===== config.mk =====
export PLATFORM = sky130hd
export DESIGN_NAME = six_digit_scan_driver
export DESIGN_NICKNAME = d
export VERILOG_FILES = /design/src/rtl/clock_disp_pkg.sv /design/src/rtl/seg7_decode.sv /design/src/rtl/six_digit_scan_driver.sv
export SDC_FILE = /design/constraint.sdc
export NUM_CORES = 1
export LEC_CHECK = 0
export CAP_MARGIN = 20
export CORE_AREA = 5 5 79 81
export DETAILED_ROUTE_END_ITERATION = 12
export DIE_AREA = 0 0 84 86
export PLACE_DENSITY = 0.83
export SYNTH_ARGS = -nofsm -noshare
export SYNTH_HDL_FRONTEND = slang
export SYNTH_SLANG_ARGS = --single-unit

===== constraint.sdc =====
create_clock -name sing_clk -period 3.7 [get_ports sing_clk]
set_input_delay 0.555 -clock sing_clk [delete_from_list [all_inputs] [get_ports sing_clk]]
set_output_delay 0.555 -clock sing_clk [all_outputs]
set_load 0.05 [all_outputs]

===== src/rtl/clock_disp_pkg.sv =====
// rtl/clock_disp_pkg.sv - shared digit codes, segment patterns and scan state type for the clock display
package clock_disp_pkg;

    localparam int NUM_DIGITS = 6;
    localparam int IDX_W      = 3;

    localparam logic [3:0] BLANK_CODE = 4'hF;

    // Segment order is a..g, with a at index 0
    localparam logic [0:6] SEG_0    = 7'b1111110;
    localparam logic [0:6] SEG_1    = 7'b0110000;
    localparam logic [0:6] SEG_2    = 7'b1101101;
    localparam logic [0:6] SEG_3    = 7'b1111001;
    localparam logic [0:6] SEG_4    = 7'b0110011;
    localparam logic [0:6] SEG_5    = 7'b1011011;
    localparam logic [0:6] SEG_6    = 7'b0011111;
    localparam logic [0:6] SEG_7    = 7'b1110000;
    localparam logic [0:6] SEG_8    = 7'b1111111;
    localparam logic [0:6] SEG_9    = 7'b1110011;
    localparam logic [0:6] SEG_DASH = 7'b0000001;
    localparam logic [0:6] SEG_OFF  = 7'b0000000;

    typedef enum logic {
        DEAD  = 1'b0,
        DRIVE = 1'b1
    } scan_state_e;

endpackage


===== src/rtl/seg7_decode.sv =====
// rtl/seg7_decode.sv - combinational 4-bit digit code to a..g segment decoder
module seg7_decode
    import clock_disp_pkg::*;
(
    input  logic [3:0] code_i,
    output logic [0:6] seg_o
);

    // Codes A..E are never produced by a healthy time counter, so show a dash
    always_comb begin
        seg_o = SEG_OFF;
        case (code_i)
            4'h0: seg_o = SEG_0;
            4'h1: seg_o = SEG_1;
            4'h2: seg_o = SEG_2;
            4'h3: seg_o = SEG_3;
            4'h4: seg_o = SEG_4;
            4'h5: seg_o = SEG_5;
            4'h6: seg_o = SEG_6;
            4'h7: seg_o = SEG_7;
            4'h8: seg_o = SEG_8;
            4'h9: seg_o = SEG_9;
            4'hA, 4'hB, 4'hC, 4'hD, 4'hE: seg_o = SEG_DASH;
            default: seg_o = SEG_OFF;
        endcase
    end

endmodule


===== src/rtl/six_digit_scan_driver.sv =====
// rtl/six_digit_scan_driver.sv - double-buffered six-digit multiplexed 7-segment driver; LEAD_ZERO_BLANK_EN blanks a leading hours zero
module six_digit_scan_driver #(
    parameter int SCAN_DIV   = 1000,
    parameter int DEAD_CYC   = 50,
    parameter int NUM_DIGITS = 6
) (
    input  logic                    sing_clk,
    input  logic                    clr,
    input  logic                    upd_valid,
    input  logic [4*NUM_DIGITS-1:0] upd_data,
    output logic                    upd_ready,
    output logic [0:6]              seg,
    output logic [NUM_DIGITS-1:0]   dig_n,
    output logic                    frame_start
);
    import clock_disp_pkg::*;

    localparam int CNT_W = (SCAN_DIV > 1) ? $clog2(SCAN_DIV) : 1;
    localparam logic [CNT_W-1:0] CNT_LAST  = CNT_W'(SCAN_DIV - 1);
    localparam logic [CNT_W-1:0] DEAD_LAST = CNT_W'((DEAD_CYC > 0) ? DEAD_CYC - 1 : 0);
    localparam logic [IDX_W-1:0] IDX_LAST  = IDX_W'(NUM_DIGITS - 1);

    scan_state_e                     state_q, state_d;
    logic [CNT_W-1:0]                cnt_q, cnt_d;
    logic [IDX_W-1:0]                idx_q, idx_d;
    logic [NUM_DIGITS-1:0][3:0]      active_q, active_d;
    logic [NUM_DIGITS-1:0][3:0]      pend_q, pend_d;
    logic                            pend_flag_q, pend_flag_d;
    logic                            frame_start_q, frame_start_d;

    logic                            slot_end;
    logic                            frame_wrap;
    logic                            accept;
    logic [3:0]                      shown_code;
    logic [0:6]                      dec_seg;
    logic [NUM_DIGITS-1:0]           sel_onehot;

    assign slot_end   = (cnt_q == CNT_LAST);
    assign frame_wrap = slot_end && (idx_q == IDX_LAST);
    assign accept     = upd_valid && !pend_flag_q;

    always_comb begin
        cnt_d         = slot_end ? '0 : cnt_q + 1'b1;
        idx_d         = idx_q;
        state_d       = state_q;
        active_d      = active_q;
        pend_d        = pend_q;
        pend_flag_d   = pend_flag_q;
        frame_start_d = frame_wrap;

        if (slot_end) begin
            idx_d = (idx_q == IDX_LAST) ? '0 : idx_q + 1'b1;
        end

        // With no dead time the DEAD state only exists for the first cycle out of reset
        case (state_q)
            DEAD: begin
                if ((DEAD_CYC == 0) || (cnt_q == DEAD_LAST)) begin
                    state_d = DRIVE;
                end
            end
            DRIVE: begin
                if (slot_end && (DEAD_CYC != 0)) begin
                    state_d = DEAD;
                end
            end
            default: state_d = DEAD;
        endcase

        // Swap only on the frame boundary so a frame is never shown half old, half new
        if (frame_wrap && pend_flag_q) begin
            active_d    = pend_q;
            pend_flag_d = 1'b0;
        end

        if (accept) begin
            pend_d      = upd_data;
            pend_flag_d = 1'b1;
        end
    end

    always_ff @(posedge sing_clk or negedge clr) begin
        if (!clr) begin
            state_q       <= DEAD;
            cnt_q         <= '0;
            idx_q         <= '0;
            active_q      <= {NUM_DIGITS{BLANK_CODE}};
            pend_q        <= {NUM_DIGITS{BLANK_CODE}};
            pend_flag_q   <= 1'b0;
            frame_start_q <= 1'b0;
        end else begin
            state_q       <= state_d;
            cnt_q         <= cnt_d;
            idx_q         <= idx_d;
            active_q      <= active_d;
            pend_q        <= pend_d;
            pend_flag_q   <= pend_flag_d;
            frame_start_q <= frame_start_d;
        end
    end

`ifdef LEAD_ZERO_BLANK_EN
    always_comb begin
        shown_code = active_q[idx_q];
        if ((idx_q == IDX_LAST) && (active_q[idx_q] == 4'h0)) begin
            shown_code = BLANK_CODE;
        end
    end
`else
    always_comb begin
        shown_code = active_q[idx_q];
    end
`endif

    seg7_decode u_decode (
        .code_i (shown_code),
        .seg_o  (dec_seg)
    );

    assign sel_onehot  = NUM_DIGITS'(1) << idx_q;
    assign seg         = (state_q == DRIVE) ? dec_seg : SEG_OFF;
    assign dig_n       = (state_q == DRIVE) ? ~sel_onehot : '1;
    assign upd_ready   = ~pend_flag_q;
    assign frame_start = frame_start_q;

endmodule


==> impl_metrics.py, run 1 <==
metrics = {
    "floorplan": {
        "dieArea_um2": 7220,
        "die_h_um": 86,
        "ioPinCount": 42,
        "initial_core_util_pct": 57.3,
        "die_x_um": 84,
        "core_area_um2": 5410,
        "rows": 27,
    },
    "power_and_ir_drop": {
        "p_per_area_nw_per_um2": 368,
        "finalPower_mw": 1.37,
        "ir_worst_vdd_uv": 273,
        "p_leak_nw": 1.56,
    },
    "sta": {
        "grt_setup_unrepaired": "false",
        "slew_violations": 0,
        "min_period_ns": 3.50,
        "fmax_ghz": 0.285,
        "post-route-period-util_pct": 94.7,
        "hold_viol": 0,
        "setup_viol": 0,
        "skew_ns": 0.00890,
        "maxSlewHeadroom_pct": 48.0,
        "tightest_slew_ns": 0.780,
        "setup_tns_ns": 0,
    },
    "worst_setup_path": {
        "r2r_start": "cnt_q[0]",
        "path_delay_family": "buffers and inverters",
        "max_stage_delay_ns": 0.81,
        "worst-setup-path-type": "flip-flop to output pin",
        "crit_required_ns": 3.14,
        "rr_worst_depth": 7,
        "cp-end-kind": "output pin",
        "crit_chain": "mux2i_1, o32ai_1, nor2_1, inv_1, ha_1, nand2_1, o21ai_0, o2bb2ai_1, clkdlybuf4s50_1",
        "crit_fanout": 16,
        "crit_slowest_cell": "clkdlybuf4s50_1",
        "path_buf_inv": 2,
        "rr_endpoint": "active_q[9]",
        "worstSetupStartpointType": "flip-flop",
        "arrival_ns": 2.95,
        "critPathLaunch": "idx_q[1]",
        "ff2ff_setup_slack_ns": 1.51,
    },
    "routing": {
        "wl_per_cell_um": 15.2,
        "drt-pass1-iter-count": 4,
        "drc": 0,
        "routed_wl_um": 5670,
        "drt-initial-drc-count": 123,
        "via_per_inst": 5.49,
        "antenna_left": 0,
        "vias": 2055,
    },
    "synthesis": {
        "netlist_instances": 254,
        "ys_types": 41,
        "ys_ff_latch": 64,
        "syn-cell-area_um2": 3100,
        "syn_avg_cell_area_um2": 12.2,
        "ys.flop_type": "dfstp_2",
        "syn-num-nets": 288,
        "async_reset_ff_share_pct": 100,
        "synth_area_leaders": "dfstp_2 (41%), dfrtp_1 (13%), mux2_2 (8.7%), mux2_1 (8.0%), mux2i_1 (3.6%)",
        "yosysTopAreaCell": "dfstp_2",
        "yosysSeqAreaShare_pct": 53.7,
        "yosys_warnings": 0,
        "synth_edf_count": 0,
        "synth.top_cell.area_share_pct": 40.7,
    },
    "placed_design": {
        "dpl.hpwl_um": 4090,
        "gp_congestion": 0.825,
        "portBuffers": 41,
    },
    "global_route": {
        "grt_pass1_vias": 2121,
        "grt_usage_pct": 17.7,
        "grt_busiest_layer": "met2",
        "use_met2_pct": 27.0,
        "antenna_found_initial": 0,
        "grt_max_degree": 37,
        "gr-total-overflow": 0,
        "met1_usage_pct": 22.9,
        "use_met3_pct": 5.48,
        "grt_pass1_wl_um": 10100,
    },
    "cts": {
        "clk_latency_ns": 0.34,
        "ctsHtreeMaxLevel": 3,
        "clock_path_buffers": 2,
        "cts_tree": "yes",
        "cts.sinks": 64,
        "cts_buffers": 9,
        "clkTransAtPathRegs_ns": 0.07,
        "postCtsSetupRepairBufs": 0,
        "root_buffer": "clkbuf_8",
        "cts_hold_buffers": 0,
    },
    "outcome": {
        "status": "complete, no violations",
    },
    "hold_path": {
        "hold_class": "input pin to async pin",
    },
    "finish": {
        "final_nets": 331,
        "area_growth_pct": 20.6,
        "drive_gt1_share_pct": 32.8,
        "multi_input_area_um2": 1330,
        "fill_cells": 429,
        "diodes": 0,
        "seq_area_um2": 1660,
    },
    "flow_run": {
        "cap_violations": 0,
    },
}
-- area by class of cell --
cell class,instances,share of cell area (%)
Timing Repair Buffer,45,11.8
Sequential cell,64,44.6
Clock buffer,13,4.29
Tap cell,72,2.41
Multi-Input combinational cell,168,35.7
Inverter,9,0.905
Clock inverter,3,0.402
-- kinds of logic after synthesis --
family                     Yosys count  share of synthesized area (%)
AOI/OAI and AO/OA                   25                           5.70
adders and majority gates            7                           2.83
muxes                               57                           20.3
xor gates and xnor gates             7                           1.98
and+or+nand+nor                     72                           12.0
DFF                                 64                           53.7
buffers and inverters               22                           3.60
-- per-layer routing --
| layer | wire [µm] | vias up | part of all wire, % |
|---|---|---|---|
| met4 | 117 | 0 | 2.1 |
| li1 | - | 966 | - |
| met5 | 0 | - | 0 |
| met2 | 2660 | 69 | 47 |
| met3 | 314 | 9 | 5.5 |
| met1 | 2580 | 1011 | 46 |
-- timing repair --
action                                  CTS  global route
gates cloned                              0             0
resized for setup                         2             4
endpoints found under the setup margin    5             7
-- synthesized netlist by cell type (all sizes together) (3+ instances only) --
cell type and count:
a21oi 5, and2 3, buf 7, clkbuf 6
dfrtp 16, dfstp 48, ha 7, inv 9
mux2 46, mux2i 11, nand2 11, nand2b 3
nand3 8, nor2 25, nor2b 3, nor3 7
o21ai 9, xnor2 3, xor2 4
-- report_power, final --
part	switching (mW)	leakage, nW	internal (mW)
clock network	0.251	0.0923	0.281
logic	0.0243	0.767	0.0462
registers	0.0169	0.700	0.755
total	0.292	1.56	1.08
-- sequential cells by signal, summed over array words and instances, names as in the netlist --
| name | count |
|---|---|
| active_q | 24 |
| cnt_q | 10 |
| frame_start | 1 |
| idx_q | 3 |
| pend_flag_q | 1 |
| pend_q | 24 |
| state_q | 1 |
-- cell usage in the layout (no fill, tap or decap), types with 4 or more instances in the layout --
cell / synthesis / routed
mux2i_1: 11 / 11
dfstp_2: 48 / 48
dfrtp_1: 16 / 14
buf_4: 3 / 4
clkbuf_8: 0 / 9
mux2_1: 22 / 22
o21ai_0: 6 / 6
clkdlybuf4s50_1: 0 / 37
a21oi_1: 5 / 5
xor2_1: 4 / 4
mux2_2: 24 / 24
nand2_1: 10 / 10
nor2_1: 25 / 25
nand3_1: 8 / 8
ha_1: 7 / 7
inv_1: 9 / 9
nor3_1: 7 / 6
-- worst max path at each step --
stage | end | slack (ns) | cells past startpoint
after floorplan | seg[5] | 0.87 | 9
after global placement | seg[0] | 0.39 | 8
after detailed placement | seg[0] | 0.25 | 8
after CTS | seg[3] | 0.008 | 8
after global routing | seg[1] | 0.009 | 8
final | seg[5] | 0.20 | 9
-- metrics by stage --
step	utilization (%)	hold slack [ns]	cell area, µm²	std cells	setup slack (ns)
after CTS	68.9	0.325	3720	374	0.00846
after global placement	65.6	0.458	3550	358	0.388
after floorplan	-	0.259	3100	254	0.869
after detailed placement	65.6	0.463	3550	358	0.249
final	69.1	0.308	3730	374	0.196
after global routing	69.1	0.363	3730	374	0.00927
No activity file was read; power rests on OpenSTA's default activity.
==> run 2, diff against run 1 <==
Settings changed: CORE_AREA 5 5 79 81 to 5 5 80 82, DIE_AREA 0 0 84 86 to 0 0 85 87, SYNTH_HIERARCHICAL set to 1.
==> impl_metrics.py, run 2 <==
metrics = {
    "cts": {
        "clock_path_buffers": 2,
        "clk_latency_ns": 0.33,
        "cts.sinks": 64,
        "cts_hold_buffers": 0,
        "root_buffer": "clkbuf_8",
        "ctsHtreeMaxLevel": 3,
        "cts_resized": 0,
        "postCtsSetupRepairBufs": 0,
        "cts_tree": "yes",
        "cts_buffers": 9,
        "clkTransAtPathRegs_ns": 0.07,
    },
    "sta": {
        "setup_tns_ns": 0,
        "skew_ns": 0.00987,
        "min_period_ns": 3.38,
        "setup_viol": 0,
        "post-route-period-util_pct": 91.3,
        "maxSlewHeadroom_pct": 36.5,
        "slew_violations": 0,
        "whs_ns": 0.377,
        "tightest_slew_ns": 0.952,
        "fmax_ghz": 0.296,
        "layout_setup_ws_ns": 0.322,
        "grt_setup_unrepaired": "false",
        "hold_viol": 0,
    },
    "worst_setup_path": {
        "worstSetupStartpointType": "flip-flop",
        "ff2ff_setup_slack_ns": 1.05,
        "crit_required_ns": 3.14,
        "crit_fanout": 15,
        "cp-end-kind": "output pin",
        "worst-setup-path-type": "flip-flop to output pin",
        "arrival_ns": 2.82,
    },
    "placed_design": {
        "place_ws_ns": 0.540,
        "dpl.hpwl_um": 4030,
        "place_area_um2": 3670,
        "portBuffers": 41,
        "gp_congestion": 0.834,
        "dp_cells": 349,
    },
    "routing": {
        "vias": 1924,
        "drt-pass1-iter-count": 4,
        "drt-initial-drc-count": 72,
        "antenna_left": 0,
        "wl_per_cell_um": 15.3,
        "drc": 0,
        "via_per_inst": 5.26,
        "routed_wl_um": 5590,
    },
    "synthesis": {
        "netlist_instances": 242,
        "yosysMostFrequentCell": "dfstp_2",
        "syn-num-nets": 277,
        "yosys-top-cells-count": "dfstp_2 (48), mux2_2 (31), mux2_4 (19)",
        "yosys_warnings": 6,
        "yosysSeqAreaShare_pct": 52.0,
        "ys_ff_latch": 64,
        "syn_avg_cell_area_um2": 13.2,
        "synth.top_cell.area_share_pct": 39.5,
        "ys.flop_type": "dfstp_2",
        "synth_edf_count": 0,
        "synth_area_leaders": "dfstp_2 (39%), dfrtp_1 (13%), mux2_2 (11%), mux2_4 (8.9%), ha_1 (3.1%)",
        "syn-cell-area_um2": 3190,
        "yosysTopAreaCell": "dfstp_2",
        "ys_types": 40,
        "async_reset_ff_share_pct": 100,
    },
    "finish": {
        "fill_cells": 423,
        "seq_area_um2": 1660,
        "area_growth_pct": 20.7,
        "stdcell_area_um2": 3850,
        "final_nets": 321,
        "top_regs": "active_q (24), pend_q (24), cnt_q (10)",
        "multi_input_area_um2": 1420,
        "layout_commonest_cell": "dfstp_2",
        "drive_gt1_share_pct": 45.0,
        "instances_no_fill": 366,
        "final_cell_mix": "dfstp_2 (48), clkdlybuf4s50_1 (33), mux2_2 (31)",
        "post-route-util_pct": 67.9,
        "diodes": 0,
    },
    "floorplan": {
        "rows": 28,
        "initial_core_util_pct": 56.3,
        "dieArea_um2": 7400,
        "die_h_um": 87,
        "ioPinCount": 42,
        "die_x_um": 85,
        "core_area_um2": 5680,
    },
    "global_route": {
        "antenna_found_initial": 0,
        "grt_usage_pct": 16.6,
        "grt_pass1_wl_um": 9470,
        "gr-total-overflow": 0,
        "grt_pass1_vias": 1922,
        "grt_max_degree": 47,
    },
    "flow_run": {
        "cap_violations": 0,
    },
    "outcome": {
        "status": "complete, no violations",
    },
    "power_and_ir_drop": {
        "p_leak_nw": 1.61,
        "p_per_area_nw_per_um2": 362,
        "finalPower_mw": 1.39,
        "ir_worst_vdd_uv": 298,
    },
    "hold_path": {
        "hold_class": "input pin to async pin",
    },
}
-- run 2: final timing paths --
path,from,end,cells after the start
max,idx_q[0],seg[5],10
min,clr,pend_flag_q,1
max reg2reg,cnt_q[0],active_q[13],5
min reg2reg,cnt_q[0],cnt_q[0],1
max in group asynchronous,clr,active_q[9],2
min in group sing_clk,cnt_q[0],cnt_q[0],1
-- run 2: power by group --
| part | total [mW] | switching, mW | leakage, nW | internal [mW] |
|---|---|---|---|---|
| clock network | 0.541 | 0.241 | 0.0910 | 0.300 |
| registers | 0.779 | 0.0180 | 0.704 | 0.761 |
| logic | 0.0748 | 0.0253 | 0.817 | 0.0495 |
-- run 2: layout make-up --
type / instances / share of cell area (%)
Inverter: 8 / 0.779
Timing Repair Buffer: 45 / 12.1
Clock buffer: 16 / 4.68
Sequential cell: 64 / 43.1
Tap cell: 75 / 2.44
Multi-Input combinational cell: 158 / 36.9
-- run 2: logic make-up after synthesis --
| family | Yosys count | synth area share (%) |
|---|---|---|
| muxes | 58 | 23.9 |
| AOI/OAI and AO/OA | 27 | 5.17 |
| xor gates and xnor gates | 4 | 1.10 |
| and+or+nand+nor | 61 | 11.1 |
| adders and majority gates | 8 | 3.13 |
| DFF | 64 | 52.0 |
| buffers and inverters | 20 | 3.49 |
-- run 2: layer usage --
layer / vias up / share of wire (%) / track usage (%)
met4: 0 / 1.7 / 7.77
li1: 938 / - / -
met5: - / 0 / 0
met3: 7 / 4.3 / 4.73
met1: 943 / 45 / 21.2
met2: 36 / 49 / 26.3
-- run 2: critical path, cell delays in order, from the launching register on --
cell and delay (ns):
dfrtp_1 0.73, mux4_2 0.57, nand2_1 0.07, o21ai_0 0.15, inv_1 0.19, ha_1 0.19, inv_1 0.06, nor2_1 0.10
o31a_1 0.12, and2_1 0.11, buf_4 0.19
==> run 3, diff against run 2 <==
Settings changed: SETUP_SLACK_MARGIN set to 0.1.
==> results of run 3 <==
Final layout, timing and power as in run 2 (identical DEF).
